## config.mk

```make
export PLATFORM = sky130hd
export DESIGN_NAME = serial_param_loader
export DESIGN_NICKNAME = d
export VERILOG_FILES = /design/src/rtl/serial_param_loader.sv
export SDC_FILE = /design/constraint.sdc
export NUM_CORES = 1
export LEC_CHECK = 0
export BUFFER_PORTS_ARGS = -buffer_cell sky130_fd_sc_hd__clkbuf_2
export CORE_UTILIZATION = 40
export CTS_CLUSTER_SIZE = 14
export DETAILED_ROUTE_END_ITERATION = 16
export PLACE_DENSITY_LB_ADDON = 0.2
export SETUP_SLACK_MARGIN = 0.05
export SLEW_MARGIN = 20
export SYNTH_ARGS = -nofsm -noshare
export SYNTH_HDL_FRONTEND = slang
export SYNTH_SLANG_ARGS = --single-unit
export TNS_END_PERCENT = 5
```

## constraint.sdc

```tcl
create_clock -name clk -period 5.8 [get_ports clk]
set_clock_uncertainty 0.2 [all_clocks]
set_input_delay 1.16 -clock clk [delete_from_list [all_inputs] [get_ports clk]]
set_output_delay 1.16 -clock clk [all_outputs]
set_load 0.02 [all_outputs]
```

## src/rtl/serial_param_loader.sv

```systemverilog
// rtl/serial_param_loader.sv - UART frame receiver that loads pulse-sequencer parameters on a checksummed frame
module serial_param_loader #(
    parameter int          CLKS_PER_BIT = 104,
    parameter int          TIMEOUT_CLKS = 120000,
    parameter logic [7:0]  SYNC_BYTE    = 8'hA5
) (
    input  logic        clk,
    input  logic        reset,
    input  logic        uart_rx,
    output logic        pu,
    output logic [7:0]  per,
    output logic [15:0] p1wid,
    output logic [15:0] del,
    output logic [15:0] p2wid,
    output logic        cp,
    output logic        bl,
    output logic        rxd,
    output logic        frame_err
);
    localparam int BCW = $clog2(CLKS_PER_BIT);
    localparam int TCW = $clog2(TIMEOUT_CLKS + 1);
    localparam logic [BCW-1:0] BIT_LAST  = BCW'(CLKS_PER_BIT - 1);
    localparam logic [BCW-1:0] HALF_LAST = BCW'(CLKS_PER_BIT / 2 - 1);
    localparam logic [TCW-1:0] TO_LAST   = TCW'(TIMEOUT_CLKS);

    typedef enum logic [1:0] {R_IDLE, R_START, R_DATA, R_STOP} rx_state_t;
    typedef enum logic [1:0] {P_SYNC, P_PAYLOAD, P_CSUM} p_state_t;

    logic rx_meta, rx_sync, rx_prev;

    always_ff @(posedge clk or posedge reset) begin
        if (reset) begin
            rx_meta <= 1'b1;
            rx_sync <= 1'b1;
            rx_prev <= 1'b1;
        end else begin
            rx_meta <= uart_rx;
            rx_sync <= rx_meta;
            rx_prev <= rx_sync;
        end
    end

    rx_state_t      r_state, r_next;
    logic [BCW-1:0] bit_cnt;
    logic [2:0]     bit_idx;
    logic [7:0]     rx_shift;
    logic           tick_half, tick_bit;
    logic           byte_valid, byte_ferr;

    assign tick_half = (bit_cnt == HALF_LAST);
    assign tick_bit  = (bit_cnt == BIT_LAST);

    // Falling-edge arming means a framing error naturally waits for the line to go high again.
    always_comb begin
        r_next     = r_state;
        byte_valid = 1'b0;
        byte_ferr  = 1'b0;
        case (r_state)
            R_IDLE:  if (rx_prev && !rx_sync) r_next = R_START;
            R_START: if (tick_half) r_next = rx_sync ? R_IDLE : R_DATA;
            R_DATA:  if (tick_bit && bit_idx == 3'd7) r_next = R_STOP;
            R_STOP: begin
                if (tick_bit) begin
                    r_next     = R_IDLE;
                    byte_valid = rx_sync;
                    byte_ferr  = !rx_sync;
                end
            end
            default: r_next = R_IDLE;
        endcase
    end

    always_ff @(posedge clk or posedge reset) begin
        if (reset) begin
            r_state  <= R_IDLE;
            bit_cnt  <= '0;
            bit_idx  <= '0;
            rx_shift <= '0;
        end else begin
            r_state <= r_next;
            if (r_next != r_state || tick_bit || r_state == R_IDLE)
                bit_cnt <= '0;
            else
                bit_cnt <= bit_cnt + BCW'(1);
            if (r_state == R_START)
                bit_idx <= '0;
            else if (r_state == R_DATA && tick_bit) begin
                rx_shift <= {rx_sync, rx_shift[7:1]};
                bit_idx  <= bit_idx + 3'd1;
            end
        end
    end

    p_state_t       p_state, p_next;
    logic [2:0]     idx;
    logic [7:0]     csum;
    logic [7:0]     shadow [8];
    logic [TCW-1:0] to_cnt;
    logic           store, load, abort, timeout_hit;

    assign timeout_hit = (to_cnt == TO_LAST);

    // A received byte takes priority over a timeout expiring in the same cycle.
    always_comb begin
        p_next = p_state;
        store  = 1'b0;
        load   = 1'b0;
        abort  = 1'b0;
        case (p_state)
            P_SYNC: if (byte_valid && rx_shift == SYNC_BYTE) p_next = P_PAYLOAD;
            P_PAYLOAD: begin
                if (byte_ferr)
                    abort = 1'b1;
                else if (byte_valid) begin
                    store = 1'b1;
                    if (idx == 3'd7) p_next = P_CSUM;
                end else if (timeout_hit)
                    abort = 1'b1;
            end
            P_CSUM: begin
                if (byte_ferr)
                    abort = 1'b1;
                else if (byte_valid) begin
                    load   = (rx_shift == csum);
                    abort  = (rx_shift != csum);
                    p_next = P_SYNC;
                end else if (timeout_hit)
                    abort = 1'b1;
            end
            default: p_next = P_SYNC;
        endcase
        if (abort) p_next = P_SYNC;
    end

    always_ff @(posedge clk or posedge reset) begin
        if (reset) begin
            p_state   <= P_SYNC;
            idx       <= '0;
            csum      <= '0;
            to_cnt    <= '0;
            for (int i = 0; i < 8; i++) shadow[i] <= '0;
            pu        <= 1'b1;
            per       <= 8'd1;
            p1wid     <= 16'd30;
            del       <= 16'd200;
            p2wid     <= 16'd30;
            cp        <= 1'b1;
            bl        <= 1'b1;
            rxd       <= 1'b0;
            frame_err <= 1'b0;
        end else begin
            p_state   <= p_next;
            rxd       <= load;
            frame_err <= abort;
            if (p_state == P_SYNC || byte_valid || byte_ferr || abort)
                to_cnt <= '0;
            else
                to_cnt <= to_cnt + TCW'(1);
            if (p_state == P_SYNC) begin
                idx  <= '0;
                csum <= '0;
            end else if (store) begin
                shadow[idx] <= rx_shift;
                csum        <= csum ^ rx_shift;
                idx         <= idx + 3'd1;
            end
            if (load) begin
                per   <= shadow[0];
                p1wid <= {shadow[1], shadow[2]};
                del   <= {shadow[3], shadow[4]};
                p2wid <= {shadow[5], shadow[6]};
                pu    <= shadow[7][0];
                cp    <= shadow[7][1];
                bl    <= shadow[7][2];
            end
        end
    end
endmodule

```

# After elaboration in Yosys (flattened, before gate mapping)
# Cells that the tools add are included.
[op_classes]
n_bitwise = 4
eq_ne = 20
n_mux = 41
n_reduce_logical = 18
order_cmp = 2
addsub = 4
[ops]
columns = ["cell", "n"]
rows = [
  ["64-bit bitwise mux", 1],
  ["8-bit demux with 3-bit select", 1],
  ["2-bit two-way mux", 12],
  ["8-bit two-way mux", 3],
  ["3-bit inequality test (second input constant)", 6],
  ["17-bit by 1-bit adder with 17-bit output (second input constant)", 1],
  ["17-bit == test (second input constant)", 1],
  ["17-bit two-way mux", 1],
  ["1-bit two-way mux", 15],
  ["3-bit two-way mux", 4],
  ["8-bit == test", 1],
  ["8-bit == test (second input constant)", 1],
  ["8-bit inequality test", 1],
  ["2-bit one-hot mux with 4 select lines", 1],
  ["8-bit bitwise XOR", 1],
  ["7-bit by 1-bit adder with 7-bit output (second input constant)", 1],
  ["7-bit by 6-bit == test with 1-bit output (second input constant)", 1],
  ["7-bit == test (second input constant)", 1],
  ["7-bit two-way mux", 1],
  ["3-bit by 1-bit adder with 3-bit output (second input constant)", 2],
  ["2-bit == test (second input constant)", 3],
  ["3-bit == test (second input constant)", 2],
  ["2-bit one-hot mux with 3 select lines", 1],
  ["6-bit AND reduction", 1],
  ["other kinds (13)", 26],
]
[totals]
elab_cells = 117
register_bits = 178
in_bits = 3
output_inout_bits = 61

# Depth between registers and ports, before layout
# Gate-level depths: netlist of the first run.
[logic_depth]
ltp_word = 8
depth_mapped = 9
depth_no_buf = 8

# Worst setup path after synthesis of the first run
# OpenSTA, ideal clock, no wires.
[synth_path]
kind = "reg2reg"
from = "register bit_cnt[0]"
to = "register del[0]"
arrival_ps = 2053
setup_slack_ps = 3422
stages_incl_launch_ff = 8
required_time_ps = 5475
setup_ps = 125
n_path_buf = 2
period_less_slack_ps = 2378
path_cell_list = "dfrtp_1 > ha_1 > nand2_1 > nor4_2 > and4_1 > buf_2 > buf_4 > mux2_2"
[synth_between]
elab_chain_cells = 6
word_cells_on_any_way = 8
classes_between = "1 x eq/ne; 7 x mux"
[synth_lines]
columns = ["element", "line_no", "source"]
rows = [
  ["from (decl)", "44", "logic [BCW-1:0] bit_cnt;"],
  ["from (signal assigned)", "84", "bit_cnt <= bit_cnt + BCW'(1);"],
  ["7-bit == test (*)", "51", "assign tick_bit = (bit_cnt == BIT_LAST);"],
  ["1-bit two-way mux", "63", "if (tick_bit) begin"],
  ["1-bit two-way mux", "58", "case (r_state)"],
  ["1-bit two-way mux", "123", "else if (byte_valid) begin"],
  ["1-bit two-way mux (*)", "121", "if (byte_ferr)"],
  ["1-bit two-way mux (*)", "109", "case (p_state)"],
  ["to (signal assigned)", "170", "del <= {shadow[3], shadow[4]};"],
  ["to (decl)", "13", "output logic [15:0] del,"],
]
# Mark *: on every way between the ends. The rest lies on a longest branch, timed or not.
# A chain may end at the register's enable or synchronous reset.

# Final worst setup path of the first run
[layout_path]
from = "register bit_cnt[0]"
to = "register p1wid[0]"
[layout_between]
elab_chain_cells = 6
word_cells_on_any_way = 8
classes_between = "1 x eq/ne; 7 x mux"
[layout_lines]
columns = ["element", "line_no", "source"]
rows = [
  ["7-bit == test (*)", "51", ""],
  ["1-bit two-way mux", "63", ""],
  ["1-bit two-way mux", "58", ""],
  ["1-bit two-way mux", "123", ""],
  ["1-bit two-way mux (*)", "121", ""],
  ["1-bit two-way mux (*)", "109", ""],
  ["to (signal assigned)", "169", "p1wid <= {shadow[1], shadow[2]};"],
  ["to (decl)", "12", "output logic [15:0] p1wid,"],
]
# Marks and branches as above.

==> results of run 1 <==
==> metal layers <==
metal  GRT usage  routed length, um  up-vias
met3      0.0481                507       19
met5           0                  0        -
met2       0.240               6400       56
li1            -                  -     1980
met4      0.0580                215        0
met1       0.211               6420     2146
==> registers in the layout (all words and copies together), names as in the netlist, 2 cells and up <==
name and count:
rx_shift 8, per 8, to_cnt 17, p2wid 16
del 16, p_state 2, bit_cnt 7, csum 8
idx 3, r_state 2, p1wid 16, shadow 59
bit_idx 3
==> Yosys cell counts (all sizes together), types with 2 or more instances <==
cell type,count
dfrtp,155
mux2,127
nor2,47
nand2,29
dfstp,18
xnor2,18
xor2,18
clkbuf,16
nand3,14
buf,13
inv,13
ha,11
a21oi,6
and3,5
nor3,5
nand4,4
o21ai,4
o22ai,4
or3,4
nand3b,3
nor4b,3
mux2i,2
nand4b,2
nor2b,2
nor3b,2
or4,2
==> cell type report <==
cell class	instances	area [um2]	share of cell area
Clock buffer	18	439	0.0522
Tap cell	229	287	0.0341
Inverter	13	52.6	0.00625
Sequential cell	173	4350	0.518
Clock inverter	14	194	0.0231
Multi-Input combinational cell	327	2740	0.326
Timing Repair Buffer	65	343	0.0408
==> logic make-up after synthesis <==
| family | synth area share |
|---|---|
| fa+ha+maj | 0.0189 |
| mux | 0.199 |
| simple gates | 0.0966 |
| xor+xnor | 0.0432 |
| buf+inv | 0.0280 |
| compound gates | 0.0178 |
| flops | 0.597 |
==> path summary, 6_finish.rpt <==
check / startpoint / endpoint / slack [ps] / cells past startpoint
min: rx_meta / rx_sync / 160 / 0
max in group asynchronous: reset / shadow[2] / 3970 / 3
max reg2reg: bit_cnt[0] / p1wid[0] / 2270 / 6
max: bit_cnt[0] / p1wid[0] / 2270 / 6
min in group asynchronous: reset / bit_idx[2] / 750 / 3
min reg2reg: rx_meta / rx_sync / 160 / 0
==> cells in the final DEF, fill, tap and decap left out, types with 2 or more instances in the layout <==
master      instances
a21oi_1             6
xor2_1             18
o22ai_1             4
mux2i_1             2
clkinvlp_4          3
mux2_2            127
nor2_1             47
and3_1              5
or4_1               2
nand4b_4            2
xnor2_1            18
dfrtp_1           155
clkbuf_2           63
bufinv_16           3
clkbuf_16          17
nor4b_1             2
nand2_2             3
nand3_1            14
nor3_1              4
nand3b_1            3
inv_8               4
inv_1              12
ha_1               11
nand4_1             4
nor2b_1             2
nand2_1            26
dfstp_2            18
inv_6               5
or3_1               4
nor3b_1             2
o21ai_0             3
==> power breakdown <==
part           internal, mW  switching (mW)  total (mW)
Clock                 0.708           0.510        1.22
Combinational        0.0280          0.0430      0.0710
Sequential             1.23          0.0299        1.26
==> per-stage QoR <==
| step | total power, mW | utilization | hold WS (ps) |
|---|---|---|---|
| after global routing | 2.64 | 0.470 | 164 |
| after global placement | 1.35 | 0.434 | 148 |
| final | 2.54 | 0.470 | 156 |
| after CTS | 2.58 | 0.470 | 158 |
| after detailed placement | 1.35 | 0.434 | 149 |
| after floorplan | 1.34 | - | 145 |
==> flow_metrics.py, run 1 <==
metrics = {
    "status": {
        "status": "complete, no violations",
    },
    "placed_design": {
        "dp_cells": 807,
        "io_buffer_count": 63,
        "placed_cell_area_mm2": 0.00777,
        "pre_cts_slack_ps": 2250,
        "place.gp.congestion": 0.756,
        "place_hpwl_um": 8490,
    },
    "yosys": {
        "ys_seq_area_frac": 0.597,
        "yosysTopAreaCellShare": 0.532,
        "synthArstFlopShare": 1.00,
        "ys_warn_count": 0,
        "synth-edff-count": 0,
        "synth_area_leader_cell": "dfrtp_1",
        "syn_inst": 542,
        "post_synth.cell_area_avg_um2": 13.5,
        "synth-main-ff-cell": "dfrtp_1",
        "synth.distinct_cells": 48,
        "netlist_area_mm2": 0.00729,
        "ys_seq_elements": 173,
        "syn_nets": 556,
        "synth.area.top_cells": "dfrtp_1 (53%), mux2_2 (20%), dfstp_2 (6.5%)",
    },
    "final_layout": {
        "layout.cells.non_filler": 839,
        "diodes": 0,
        "nets": 611,
        "syn2layout_area_growth_pct": 15.3,
        "drive_gt1_frac": 0.416,
        "nFillCells": 1611,
        "final_area_mm2": 0.00841,
    },
    "critical_path": {
        "critical_path.top_delay_family": "simple AND/OR/NAND/NOR gates",
        "start_kind": "flip-flop",
        "path_cells": "ha_1 -> nand2_1 -> nor4_2 -> and4_2 -> buf_4 -> mux2_2",
        "critPathMaxStageDelay_ps": 930,
        "required_ps": 5920,
        "crit_path_end_kind": "flip-flop",
        "crit_buf_inv": 1,
        "critPathArrivalTime_ps": 3650,
        "worst-path-max-fanout": 33,
        "crit_slowest_cell": "and4_2",
        "criticalPathCategory": "reg -> reg",
    },
    "sta": {
        "finalSetupViolCount": 0,
        "tns_ps": 0,
        "rsz0062_at_grt": "no",
        "min_period_ps": 3530,
        "slew_headroom": 0.388,
        "hold_viol_final": 0,
        "fmax_mhz": 283,
        "setup_slack_ps": 2270,
        "timing.final.max_slew_violations": 0,
        "tightest_slew_ps": 919,
        "finalCritPeriodShare": 0.609,
    },
    "cts": {
        "clockRootBuffer": "clkbuf_16",
        "path_clk_slew_ps": 70,
        "cts_tree": "yes",
        "cts_resized": 0,
        "clk_latency_ps": 430,
        "ctsHoldBuffers": 0,
        "cts.sinks": 173,
        "cts_setup_buffers": 0,
        "clockBufferDepth": 2,
        "cts_buffers": 17,
        "cts_max_level": 4,
    },
    "worst_hold_path": {
        "min_path_type": "reg -> reg",
    },
    "global_routing": {
        "grt_overflow_total": 0,
        "grt_pass1_vias": 4230,
        "antenna_found_initial": 0,
        "grt_max_degree": 174,
        "grt_first_pass_wirelength_um": 22300,
        "track_usage": 0.158,
    },
    "die": {
        "io_pins": 64,
        "core_area_mm2": 0.0179,
        "initial_core_util": 0.407,
        "die_width_um": 137,
        "die_height_um": 137,
        "num_rows": 49,
        "die_area_mm2": 0.0188,
    },
    "power": {
        "p_leak_nw": 4.06,
        "pwr_density_cell_mw_per_mm2": 303,
        "vdd_drop_max_mv": 0.202,
    },
    "route": {
        "vias_per_cell": 5.01,
        "postRouteAntennaNets": 0,
        "drtPass1Iterations": 4,
        "routed_wl_um": 13500,
        "initialDrtViolationCount": 198,
        "drcViolationCount": 0,
        "wl_per_cell_um": 16.1,
        "vias": 4201,
    },
    "job": {
        "drv_cap": 0,
    },
}
(Power assumes the default switching activity.)
==> inputs of run 2 (changes only) <==
- clock period: 5.8 -> 2.9 ns (I/O delays scaled with it)
==> flow_metrics.py, run 2 (same netlist as run 1, synthesis figures left out) <==
metrics = {
    "route": {
        "top_layer": "met4",
        "drtPass1Iterations": 4,
        "dr_wl_met2_um": 6840,
        "drcViolationCount": 0,
        "vias": 4251,
        "met1_length_um": 6440,
        "route.met3.wl_um": 364,
        "initialDrtViolationCount": 138,
        "vias_per_cell": 4.94,
        "routed_wl_um": 13900,
        "wl_per_cell_um": 16.1,
        "postRouteAntennaNets": 0,
    },
    "placed_design": {
        "pre_cts_slack_ps": 152,
        "place.gp.congestion": 0.772,
        "placed_cell_area_mm2": 0.00795,
        "io_buffer_count": 63,
        "dp_cells": 829,
        "place_hpwl_um": 9440,
    },
    "global_routing": {
        "grt_first_pass_wirelength_um": 23700,
        "grt_max_degree": 57,
        "antenna_found_initial": 0,
        "grt_overflow_total": 0,
        "track_usage": 0.165,
        "grt_pass1_vias": 4563,
    },
    "status": {
        "status": "complete, no violations",
    },
    "die": {
        "io_pins": 64,
        "die_width_um": 137,
        "core_area_mm2": 0.0179,
        "initial_core_util": 0.407,
        "die_area_mm2": 0.0188,
        "die_height_um": 137,
        "num_rows": 49,
    },
    "final_layout": {
        "reg_top3": "shadow: 59 flops, to_cnt: 17 flops",
        "final_area_mm2": 0.00859,
        "layout.cells.non_filler": 861,
        "diodes": 0,
        "utilization": 0.480,
        "regMostFlops": "shadow",
        "final_common_cell": "dfrtp_1",
        "nets": 633,
        "largest_reg_flops": 59,
        "final_cell_mix": "dfrtp_1 (155), mux2_2 (127), clkbuf_2 (63)",
        "syn2layout_area_growth_pct": 17.7,
        "drive_gt1_frac": 0.438,
    },
    "power": {
        "p_leak_nw": 4.18,
        "vdd_drop_max_mv": 0.399,
        "pwr_density_cell_mw_per_mm2": 592,
    },
    "critical_path": {
        "cp-startpoint": "bit_cnt[0]",
        "critPathMaxStageDelay_ps": 400,
        "criticalPathCategory": "reg -> reg",
        "crit_path_end": "shadow[33]",
        "regToRegEndpoint": "shadow[33]",
        "required_ps": 3010,
        "crit_path_end_kind": "flip-flop",
        "worst-path-max-fanout": 8,
        "critical_path.top_delay_family": "simple AND/OR/NAND/NOR gates",
        "rr_worst_depth": 7,
        "critPathArrivalTime_ps": 2760,
        "start_kind": "flip-flop",
        "rr_startpoint": "bit_cnt[0]",
        "cp_num_cells": 7,
        "crit_buf_inv": 0,
        "path_cells": "ha_1 -> nand2_1 -> nor4b_4 -> and3_2 -> and2b_1 -> nand4b_4 -> mux2_2",
        "ff2ff_setup_slack_ps": 240,
        "crit_slowest_cell": "dfrtp_1",
    },
    "cts": {
        "cts.sinks": 173,
        "clockRootBuffer": "clkbuf_16",
        "clockBufferDepth": 2,
        "cts_buffers": 17,
        "cts_tree": "yes",
        "cts_max_level": 4,
        "clk_latency_ps": 420,
        "path_clk_slew_ps": 70,
    },
    "sta": {
        "rsz0062_at_grt": "no",
        "hold_slack_ps": 40.3,
        "finalSetupViolCount": 0,
        "hold_viol_final": 0,
        "min_period_ps": 2660,
        "setup_slack_ps": 244,
        "finalCritPeriodShare": 0.916,
        "timing.final.max_slew_violations": 0,
        "tightest_slew_ps": 668,
        "slew_headroom": 0.554,
        "fmax_mhz": 377,
    },
    "job": {
        "drv_cap": 0,
    },
    "worst_hold_path": {
        "min_path_type": "in -> async",
    },
}
[run 2: changes by cell type in the layout (fill, tap and decap cells not counted), sizes merged]
cell / previous run / this run
buf: 2 / 24
clkinv: 0 / 3
inv: 21 / 19
clkinvlp: 3 / 2
[run 2: power by group]
part,switching (mW),total [mW],internal [mW]
Combinational,0.0973,0.162,0.0643
Clock,1.01,2.41,1.40
Sequential,0.0569,2.51,2.45
Total,1.17,5.08,3.91
[run 2: worst min-delay path by stage]
stage	cells past startpoint	startpoint	endpoint
5_1_grt	1	uart_rx	rx_meta
2_1_floorplan	0	rx_meta	rx_sync
4_1_cts	1	uart_rx	rx_meta
6_report	2	reset	rxd
3_5_place_dp	0	rx_meta	rx_sync
3_3_place_gp	0	rx_meta	rx_sync
[run 2: routing by layer]
layer | global-route usage | up-vias
li1 | - | 2010
met1 | 0.216 | 2165
met2 | 0.270 | 58
met3 | 0.0333 | 18
met4 | 0.0635 | 0
met5 | 0 | -
[run 2: final cells by class]
class	count	area, um2
fillers	1590	9320
flip-flops and latches	173	4350
multi-input cells	327	2750
repair buffers	87	520
clock buffers	18	429
well taps	229	287
clock inverters	14	201
inverters	13	52.6
[run 2: worst reg2reg max path, stage by stage (launching register included)]
cell      delay (ps)
dfrtp_1          400
ha_1             230
nand2_1          190
nor4b_4          370
and3_2           330
and2b_1          280
nand4b_4         230
mux2_2           330
[run 2: what timing repair did]
item	in CTS	in global routing
hold buffers	0	0
setup endpoints to repair	0	40
buffers inserted	0	0
resized for setup	0	2
[run 2: through the flow]
step                power (mW)  TNS (ps)
floorplan                 2.68    -11780
global placement          2.71         0
detailed placement        2.72         0
CTS                       5.16         0
global route              5.28         0
finish                    5.08         0
